**src/rtl/fighter_pkg.sv**
```systemverilog
// Shared fighter constants and types, used by both the Akuma and Ryu knockback
// controllers.
//   kb_state_t : knockback FSM state (IDLE / PUSH / STUN)
//   hit_str_t  : 2-bit hit strength (0 light, 1 medium, 2/3 heavy)
//   V_*        : initial push velocities in px/frame
//   STUN_*     : stun frames that follow the push
//   v_init()   : initial push velocity for a strength, halved when blocked
//   stun_init(): stun length for a strength, or block stun when blocked
package fighter_pkg;

  typedef enum logic [1:0] {IDLE, PUSH, STUN} kb_state_t;
  typedef logic [1:0] hit_str_t;

  localparam logic [3:0] V_LIGHT    = 4'd4;
  localparam logic [3:0] V_MED      = 4'd6;
  localparam logic [3:0] V_HEAVY    = 4'd8;
  localparam logic [4:0] STUN_LIGHT = 5'd6;
  localparam logic [4:0] STUN_MED   = 5'd10;
  localparam logic [4:0] STUN_HEAVY = 5'd16;
  localparam logic [4:0] BLOCK_STUN = 5'd4;

  function automatic logic [3:0] v_init(hit_str_t str, logic blocking);
    logic [3:0] v;
    case (str)
      2'd0:    v = V_LIGHT;
      2'd1:    v = V_MED;
      default: v = V_HEAVY;
    endcase
    return blocking ? (v >> 1) : v;
  endfunction

  function automatic logic [4:0] stun_init(hit_str_t str, logic blocking);
    logic [4:0] s;
    case (str)
      2'd0:    s = STUN_LIGHT;
      2'd1:    s = STUN_MED;
      default: s = STUN_HEAVY;
    endcase
    return blocking ? BLOCK_STUN : s;
  endfunction

endpackage

```
**src/rtl/kb_wall_clamp.sv**
```systemverilog
// Combinational wall clamp for the knockback push.
//   v        : requested push this frame (px)
//   akuma_x  : current Akuma X position
//   kb       : push limited so the sprite's right edge stops at the screen
//              bound; 0 once the sprite is at or past the wall
module kb_wall_clamp #(
  parameter int BOUND_X_MAX = 629,
  parameter int WALL_OFFSET = 125
) (
  input  logic [3:0]         v,
  input  logic [9:0]         akuma_x,
  output logic signed [31:0] kb
);

  logic signed [31:0] allowed;
  logic signed [31:0] v_s;

  always_comb begin
    allowed = BOUND_X_MAX - WALL_OFFSET - $signed({22'd0, akuma_x});
    v_s     = $signed({28'd0, v});
    if (allowed <= 0)
      kb = '0;
    else if (v_s < allowed)
      kb = v_s;
    else
      kb = allowed;
  end

endmodule

```
**src/rtl/akuma_knockback_ctrl.sv**
```systemverilog
// Akuma knockback controller: turns a one-frame hit pulse into a decaying
// horizontal push followed by a stun window, with blocking, wall clamping and
// combo reloads.
//   frame_clk       : frame clock
//   Reset           : synchronous active-low reset
//   GamePlaying     : high advances, low freezes all state
//   HitValid        : one-frame hit pulse
//   HitStrength     : 0 light, 1 medium, 2/3 heavy
//   Blocking        : Akuma is holding back when the hit lands
//   AkumaX          : current Akuma X position
//   Akuma_Knockback : displacement added to AkumaX this frame, never negative
//   AkumaHitStun    : in an unblocked push or stun
//   AkumaBlockStun  : in a blocked push or stun
//   ComboCount      : hits since leaving IDLE, saturating at 15
module akuma_knockback_ctrl
  import fighter_pkg::*;
#(
  parameter int Bound_X_Max = 629,
  parameter int WALL_OFFSET = 125
) (
  input  logic               frame_clk,
  input  logic               Reset,
  input  logic               GamePlaying,
  input  logic               HitValid,
  input  logic [1:0]         HitStrength,
  input  logic               Blocking,
  input  logic [9:0]         AkumaX,
  output logic signed [31:0] Akuma_Knockback,
  output logic               AkumaHitStun,
  output logic               AkumaBlockStun,
  output logic [3:0]         ComboCount
);

  kb_state_t          state, state_n;
  logic [3:0]         vel, vel_n;
  logic [4:0]         stun_cnt, stun_n;
  logic               blk, blk_n;
  logic [3:0]         combo_n;
  logic signed [31:0] kb_n;
  logic               hs_n, bs_n;

  logic [3:0]         v0;
  logic [3:0]         clamp_v;
  logic signed [31:0] clamp_kb;

  assign v0 = v_init(HitStrength, Blocking);

  // One clamp serves both the fresh hit and the ongoing decay; a hit always
  // takes priority so its velocity is what gets clamped on that edge.
  assign clamp_v = HitValid ? v0 : vel;

  kb_wall_clamp #(
    .BOUND_X_MAX(Bound_X_Max),
    .WALL_OFFSET(WALL_OFFSET)
  ) u_clamp (
    .v      (clamp_v),
    .akuma_x(AkumaX),
    .kb     (clamp_kb)
  );

  always_ff @(posedge frame_clk) begin
    if (!Reset) begin
      state           <= IDLE;
      vel             <= '0;
      stun_cnt        <= '0;
      blk             <= 1'b0;
      ComboCount      <= '0;
      Akuma_Knockback <= '0;
      AkumaHitStun    <= 1'b0;
      AkumaBlockStun  <= 1'b0;
    end else begin
      state           <= state_n;
      vel             <= vel_n;
      stun_cnt        <= stun_n;
      blk             <= blk_n;
      ComboCount      <= combo_n;
      Akuma_Knockback <= kb_n;
      AkumaHitStun    <= hs_n;
      AkumaBlockStun  <= bs_n;
    end
  end

  always_comb begin
    state_n = state;
    vel_n   = vel;
    stun_n  = stun_cnt;
    blk_n   = blk;
    combo_n = ComboCount;
    kb_n    = '0;

    if (GamePlaying) begin
      if (HitValid) begin
        state_n = PUSH;
        vel_n   = v0 - 4'd1;
        stun_n  = stun_init(HitStrength, Blocking);
        blk_n   = Blocking;
        combo_n = (ComboCount == 4'd15) ? 4'd15 : ComboCount + 4'd1;
        kb_n    = clamp_kb;
      end else begin
        case (state)
          PUSH: begin
            // vel decays even while the clamp pins the output at 0
            if (vel != 4'd0) begin
              kb_n  = clamp_kb;
              vel_n = vel - 4'd1;
            end else begin
              state_n = STUN;
            end
          end
          STUN: begin
            if (stun_cnt > 5'd1) begin
              stun_n = stun_cnt - 5'd1;
            end else begin
              state_n = IDLE;
              combo_n = '0;
            end
          end
          default: ;
        endcase
      end
    end

    // Flags follow the registered state so they line up with the knockback.
    hs_n = (state_n != IDLE) && !blk_n;
    bs_n = (state_n != IDLE) && blk_n;
  end

endmodule

```
**config.mk**
```make
export PLATFORM = sky130hd
export DESIGN_NAME = akuma_knockback_ctrl
export DESIGN_NICKNAME = d
export VERILOG_FILES = /design/src/rtl/fighter_pkg.sv /design/src/rtl/kb_wall_clamp.sv /design/src/rtl/akuma_knockback_ctrl.sv
export SDC_FILE = /design/constraint.sdc
export NUM_CORES = 1
export LEC_CHECK = 0
export CORE_ASPECT_RATIO = 1.2
export CORE_MARGIN = 4
export CORE_UTILIZATION = 43
export CTS_CLUSTER_DIAMETER = 120
export CTS_CLUSTER_SIZE = 16
export DETAILED_ROUTE_END_ITERATION = 6
export PLACE_DENSITY = 0.75
export SKIP_CTS_REPAIR_TIMING = 1
export SLEW_MARGIN = 20
export SYNTH_ARGS = -nofsm -noshare
export SYNTH_HDL_FRONTEND = slang
export SYNTH_SLANG_ARGS = --single-unit
```
**constraint.sdc**
```tcl
create_clock -name frame_clk -period 3.8 [get_ports frame_clk]
set_clock_uncertainty 0.15 [all_clocks]
set_input_delay 0.38 -clock frame_clk [delete_from_list [all_inputs] [get_ports frame_clk]]
set_output_delay 0.38 -clock frame_clk [all_outputs]
set_load 0.01 [all_outputs]
```
-- Word-level counts from Yosys, hierarchy flattened
Index checks and enable logic that the tools add are counted.
- add/sub/neg operators: 5
- magnitude comparators: 3
- reduce and logical (&&, ||, !) cells: 14
- mux-type cells: 27
- equality and inequality tests: 5
- operator list (kind ; count):
    $mux W32 ; 5
    $mux W4 ; 9
    $le A32 B1 Y1 const B ; 1
    $lt A5 B32 Y1 ; 1
    $mux W5 ; 4
    $sub A9 B10 Y11 const A ; 1
    $pmux W5 S2 ; 1
    $reduce_bool A2 Y1 ; 5
    $reduce_and A3 Y1 ; 3
    $mux W2 ; 4
    $pmux W4 S2 ; 1
    $sub A4 B1 Y4 const B ; 2
    $gt A5 B1 Y1 const B ; 1
    $sub A5 B1 Y5 const B ; 1
    $add A4 B1 Y4 const B ; 1
    $eq A2 B1 Y1 const B ; 2
    $eq A4 B4 Y1 const B ; 1
    $pmux W2 S2 ; 1
    $reduce_bool A4 Y1 ; 1
    $eq A2 B2 Y1 const B ; 1
    $logic_and A1 B1 Y1 ; 2
    $logic_not A2 Y1 ; 1
    $mux W1 ; 2
    $ne A2 B2 Y1 const B ; 1
    2 further kinds ; 2
- output and inout port bits: 38
- bits in registers: 50
- logic and storage cells: 62
- input port bits: 17

-- Longest topological paths before layout
- depth in word-level cells: 10
- gate-level depth with buffers: 10
- gate-level depth less buffers: 10

-- Modules after synthesis
Synthesis repeated with hierarchy kept, for this count alone.
- cell total of the unflattened synthesis: 287
- area, all modules: 2563.7 µm²
- modules (own cells, without submodules) (module ; instances ; sequential area each (µm²) ; area an instance (µm²) ; cells each):
    akuma_knockback_ctrl ; 1 ; 1001.0 ; 1979.4 ; 203
    kb_wall_clamp ; 1 ; 0.0 ; 584.3 ; 84

-- Least setup slack after synthesis
No wires, ideal clock.
- kind: input -> register
- start: input Blocking
- end: register Akuma_Knockback[0]
- data arrival time: 1.915 ns
- setup time: 0.133 ns
- setup slack: 1.602 ns
- buffers on the path: 0
- required time: 3.517 ns
- stages on the path: 10
- cell sequence: inv_1 > ha_1 > a21o_1 > inv_1 > ha_1 > a21o_1 > a21o_1 > o32ai_1 > nor4_4 > mux2i_1
- longest elaborated chain between the ends: 8
- ends and longest elaborated chain (what ; RTL line ; text):
    start, declared ; akuma_knockback_ctrl.sv:26 ; input logic Blocking,
    $mux W4 (*) ; fighter_pkg.sv:29 ; return blocking ? (v >> 1) : v;
    $mux W4 (*) ; akuma_knockback_ctrl.sv:50 ; assign clamp_v = HitValid ? v0 : vel;
    $lt A5 B32 Y1 ; kb_wall_clamp.sv:23 ; else if (v_s < allowed)
    $mux W32 (*) ; kb_wall_clamp.sv:23 ;
    $mux W32 (*) ; kb_wall_clamp.sv:21 ; if (allowed <= 0)
    $mux W32 ; akuma_knockback_ctrl.sv:103 ; if (vel != 4'd0) begin
    $mux W32 ; akuma_knockback_ctrl.sv:100 ; case (state)
    $mux W32 (*) ; akuma_knockback_ctrl.sv:92 ; if (HitValid) begin
    end signal, assigned ; akuma_knockback_ctrl.sv:77 ; Akuma_Knockback <= kb_n;
    end, declared ; akuma_knockback_ctrl.sv:28 ; output logic signed [31:0] Akuma_Knockback,
Mark *: on every way between the ends. The rest lies on a longest branch, timed or not.
A chain may end at the register's enable or synchronous reset.

-- Worst setup path after layout
- start: input HitValid
- end: register Akuma_Knockback[2]
- longest elaborated chain between the ends: 7
- ends and longest elaborated chain (what ; RTL line ; text):
    start, declared ; akuma_knockback_ctrl.sv:24 ; input logic HitValid,
    $mux W4 ; akuma_knockback_ctrl.sv:50 ;
    $lt A5 B32 Y1 ; kb_wall_clamp.sv:23 ;
    $mux W32 ; kb_wall_clamp.sv:23 ;
    $mux W32 ; kb_wall_clamp.sv:21 ;
    $mux W32 ; akuma_knockback_ctrl.sv:103 ;
    $mux W32 ; akuma_knockback_ctrl.sv:100 ;
    $mux W32 (*) ; akuma_knockback_ctrl.sv:92 ;
Marked as above.

==> out/qor.txt <==
Clk_lat worst skew: 280 ps
IO Count: 55
Filler Cell Count: 366
ANT cells: 0
Initial antenna violation count: 0
Mapped Cells: 212
Max-slew violations: 0
CTS HTree Levels: 2
Leak: 0.9421 nW
Routed wire length: 3811 um
CTS Buf Count: 5
Detailed Place HPWL: 2963 um
Row count: 25
Worst-path cell chain: clkdlybuf4s50_1 -> buf_4 -> a21o_1 -> inv_1 -> ha_1 -> nand3_1 -> a31oi_1 -> o32ai_1 -> nor4_4 -> mux2i_1
Post-synth EDFFs: 0
TritonCTS Sinks: 29
Gpl congestion: 0.8119
Overflow after GRT: 0
Period Utilization, post-route: 72.20%
Status: completed
Nets@finish: 284
Total track usage: 15.83%
Initial Util: 44.91%
Asr flop ratio synth: 0%
Input/output buffers: 54
Crit path launch type: input pin
Slowest cell on crit path: clkdlybuf4s50_1
ANT nets after route: 0
First-pass GRT wire length: 6437 um
Unrepaired setup endpoints after global routing: false
Peak supply drop: 0.0002428 V
Crit path required time: 3860 ps
Largest net degree at the start of global routing: 23
Yosys warns: 0
Tmin final: 2744 ps
Seq/Total Area, Yosys: 32.54%
Syn_area_per_cell: 8.416 sq um
CTS clock-pin slew for the worst setup and hold paths: 70 ps
Area grow syn2layout: 31.91%
Synthesized flop and latch total: 29
Mapped cell area: 1784 sq um
Most common flop cell mapped by yosys: dfxtp_1
Max_slew headroom: 47.43%
CP endpoint kind: flip-flop
Post-DR wirelength/cell: 12.25 um
CP Class: in -> reg
FF+latch area: 580.6 sq um
Worst EP arrival: 2800 ps
Max Cap Viol: 0
Die span in y: 78.56 um
CTS tree: done
Clock root cell: clkbuf_8
Routed via count: 1579
Crit path largest cell delay: 730 ps
Final setup violation count: 0
Residual DRC: 0
Sum Neg Setup Slack: 0 ps
Hold Crit Class: reg -> reg
Core Region: 3973 sq um
Vias in the first global route: 1473
Area of the multi-input gates: 984.7 sq um
Max clock buf depth: 2
Final hold viol count: 0
Initial DRC count: 36
Synth unique cells: 47
Fmax: 364.5 MHz
Power Density: 329.3 nW/um^2
Worst slew pin tran: 782.6 ps
Final Util: 59.24%
Vias per inst: 5.077
Die X: 66.80 um
Max FO, Critical Path: 15
Pre-antenna DRT Iters: 4
Ratio of cells with drive above 1 in the final layout: 5.447%
Die area: 5248 sq um
[metal layers]
metal	vias to the layer above	GRT usage, %	wire length [um]	part of all wire (%)
met5	-	0	0	0
met4	0	7.927	83	2.2
met3	7	4.721	326	8.6
met2	58	24.31	1656	43
met1	702	19.81	1744	46
li1	812	-	-	-
[logic make-up after synthesis]
kind of cell             synth area share, %
adder cells (fa/ha/maj)                7.714
AO/OA/AOI/OAI                          17.60
other                                 0.2102
AND/OR/NAND/NOR                        20.90
buffers and inverters                  13.53
flip-flops                             32.54
multiplexers                           4.558
XOR/XNOR                               2.945
[state kept, by name, indices dropped and copies added (netlist names)]
| name | cells |
|---|---|
| AkumaBlockStun | 1 |
| vel | 4 |
| AkumaHitStun | 1 |
| stun_cnt | 5 |
| ComboCount | 4 |
| blk | 1 |
| state | 2 |
| Akuma_Knockback | 11 |
[per-stage QoR]
step | area, sq um | hold WS (ps) | power, W | setup WS, ps | cells
after CTS | 2354 | 335.0 | 0.0007842 | 1060 | 311
after global routing | 2354 | 368.5 | 0.0008219 | 781.4 | 311
after floorplan | 1807 | 300.3 | 0.0004414 | 1602 | 218
final | 2354 | 332.4 | 0.0007749 | 1056 | 311
after global placement | 2252 | 316.8 | 0.0005009 | 814.0 | 303
after detailed placement | 2252 | 323.7 | 0.0005030 | 769.4 | 303
[synth_stat cells, types with 4 or more instances]
library cell	count	area, sq um
dfxtp_1	29	580.6
buf_4	21	157.7
inv_1	19	71.32
nor2_1	15	56.30
a21oi_1	13	65.06
ha_1	11	137.6
nand2_1	9	33.78
mux2i_1	7	70.07
nand3_1	7	35.03
nor3_1	7	35.03
o21ai_0	7	35.03
nand3b_1	6	45.04
a21o_1	5	37.54
a211oi_1	4	30.03
xnor2_1	4	35.03
[power breakdown]
group	switching (W)	internal, W
clock network	0.000116	0.000163
registers	0.0000117	0.000319
logic	0.0000799	0.0000858
total	0.000207	0.000568
[placed cells by master (no fill, tap or decap), drive strengths merged, types with 3 or more instances in the layout]
| cell | Yosys | final |
|---|---|---|
| clkdlybuf4s50 | 0 | 54 |
| dfxtp | 29 | 29 |
| inv | 19 | 19 |
| nor2 | 15 | 15 |
| a21oi | 14 | 14 |
| ha | 11 | 11 |
| o21ai | 10 | 10 |
| nand2 | 9 | 9 |
| conb | 1 | 7 |
| nor3 | 7 | 7 |
| mux2i | 7 | 7 |
| nand3 | 7 | 7 |
| clkbuf | 2 | 7 |
| nand3b | 6 | 6 |
| a21o | 5 | 5 |
| xnor2 | 4 | 4 |
| a211oi | 4 | 4 |
| nand2b | 3 | 3 |
| o21a | 3 | 3 |
| nand4 | 3 | 3 |
| nor4 | 3 | 3 |
| and2 | 3 | 3 |
[critical path, delay by kind of cell]
kind | cells | cell delay, ps
AO/OA/AOI/OAI | 3 | 450
adder cells (fa/ha/maj) | 1 | 300
buffers and inverters | 3 | 1040
AND/OR/NAND/NOR | 2 | 390
multiplexers | 1 | 240
[worst paths after layout]
kind	from	to	slack [ps]	cells past startpoint
hold / removal	stun_cnt[4]	stun_cnt[4]	330	2
setup reg to reg	vel[3]	Akuma_Knockback[2]	1590	8
hold reg to reg	stun_cnt[4]	stun_cnt[4]	330	2
setup / recovery	HitValid	Akuma_Knockback[2]	1060	10
[final cells by class]
| class | instances | share of cell area, % |
|---|---|---|
| repair buffers | 55 | 23.29 |
| multi-input cells | 146 | 41.84 |
| well taps | 54 | 2.871 |
| clock buffers | 7 | 4.094 |
| clock inverters | 1 | 0.2127 |
| inverters | 19 | 3.030 |
| flip-flops and latches | 29 | 24.67 |
Power figures use the tool's default switching activity.
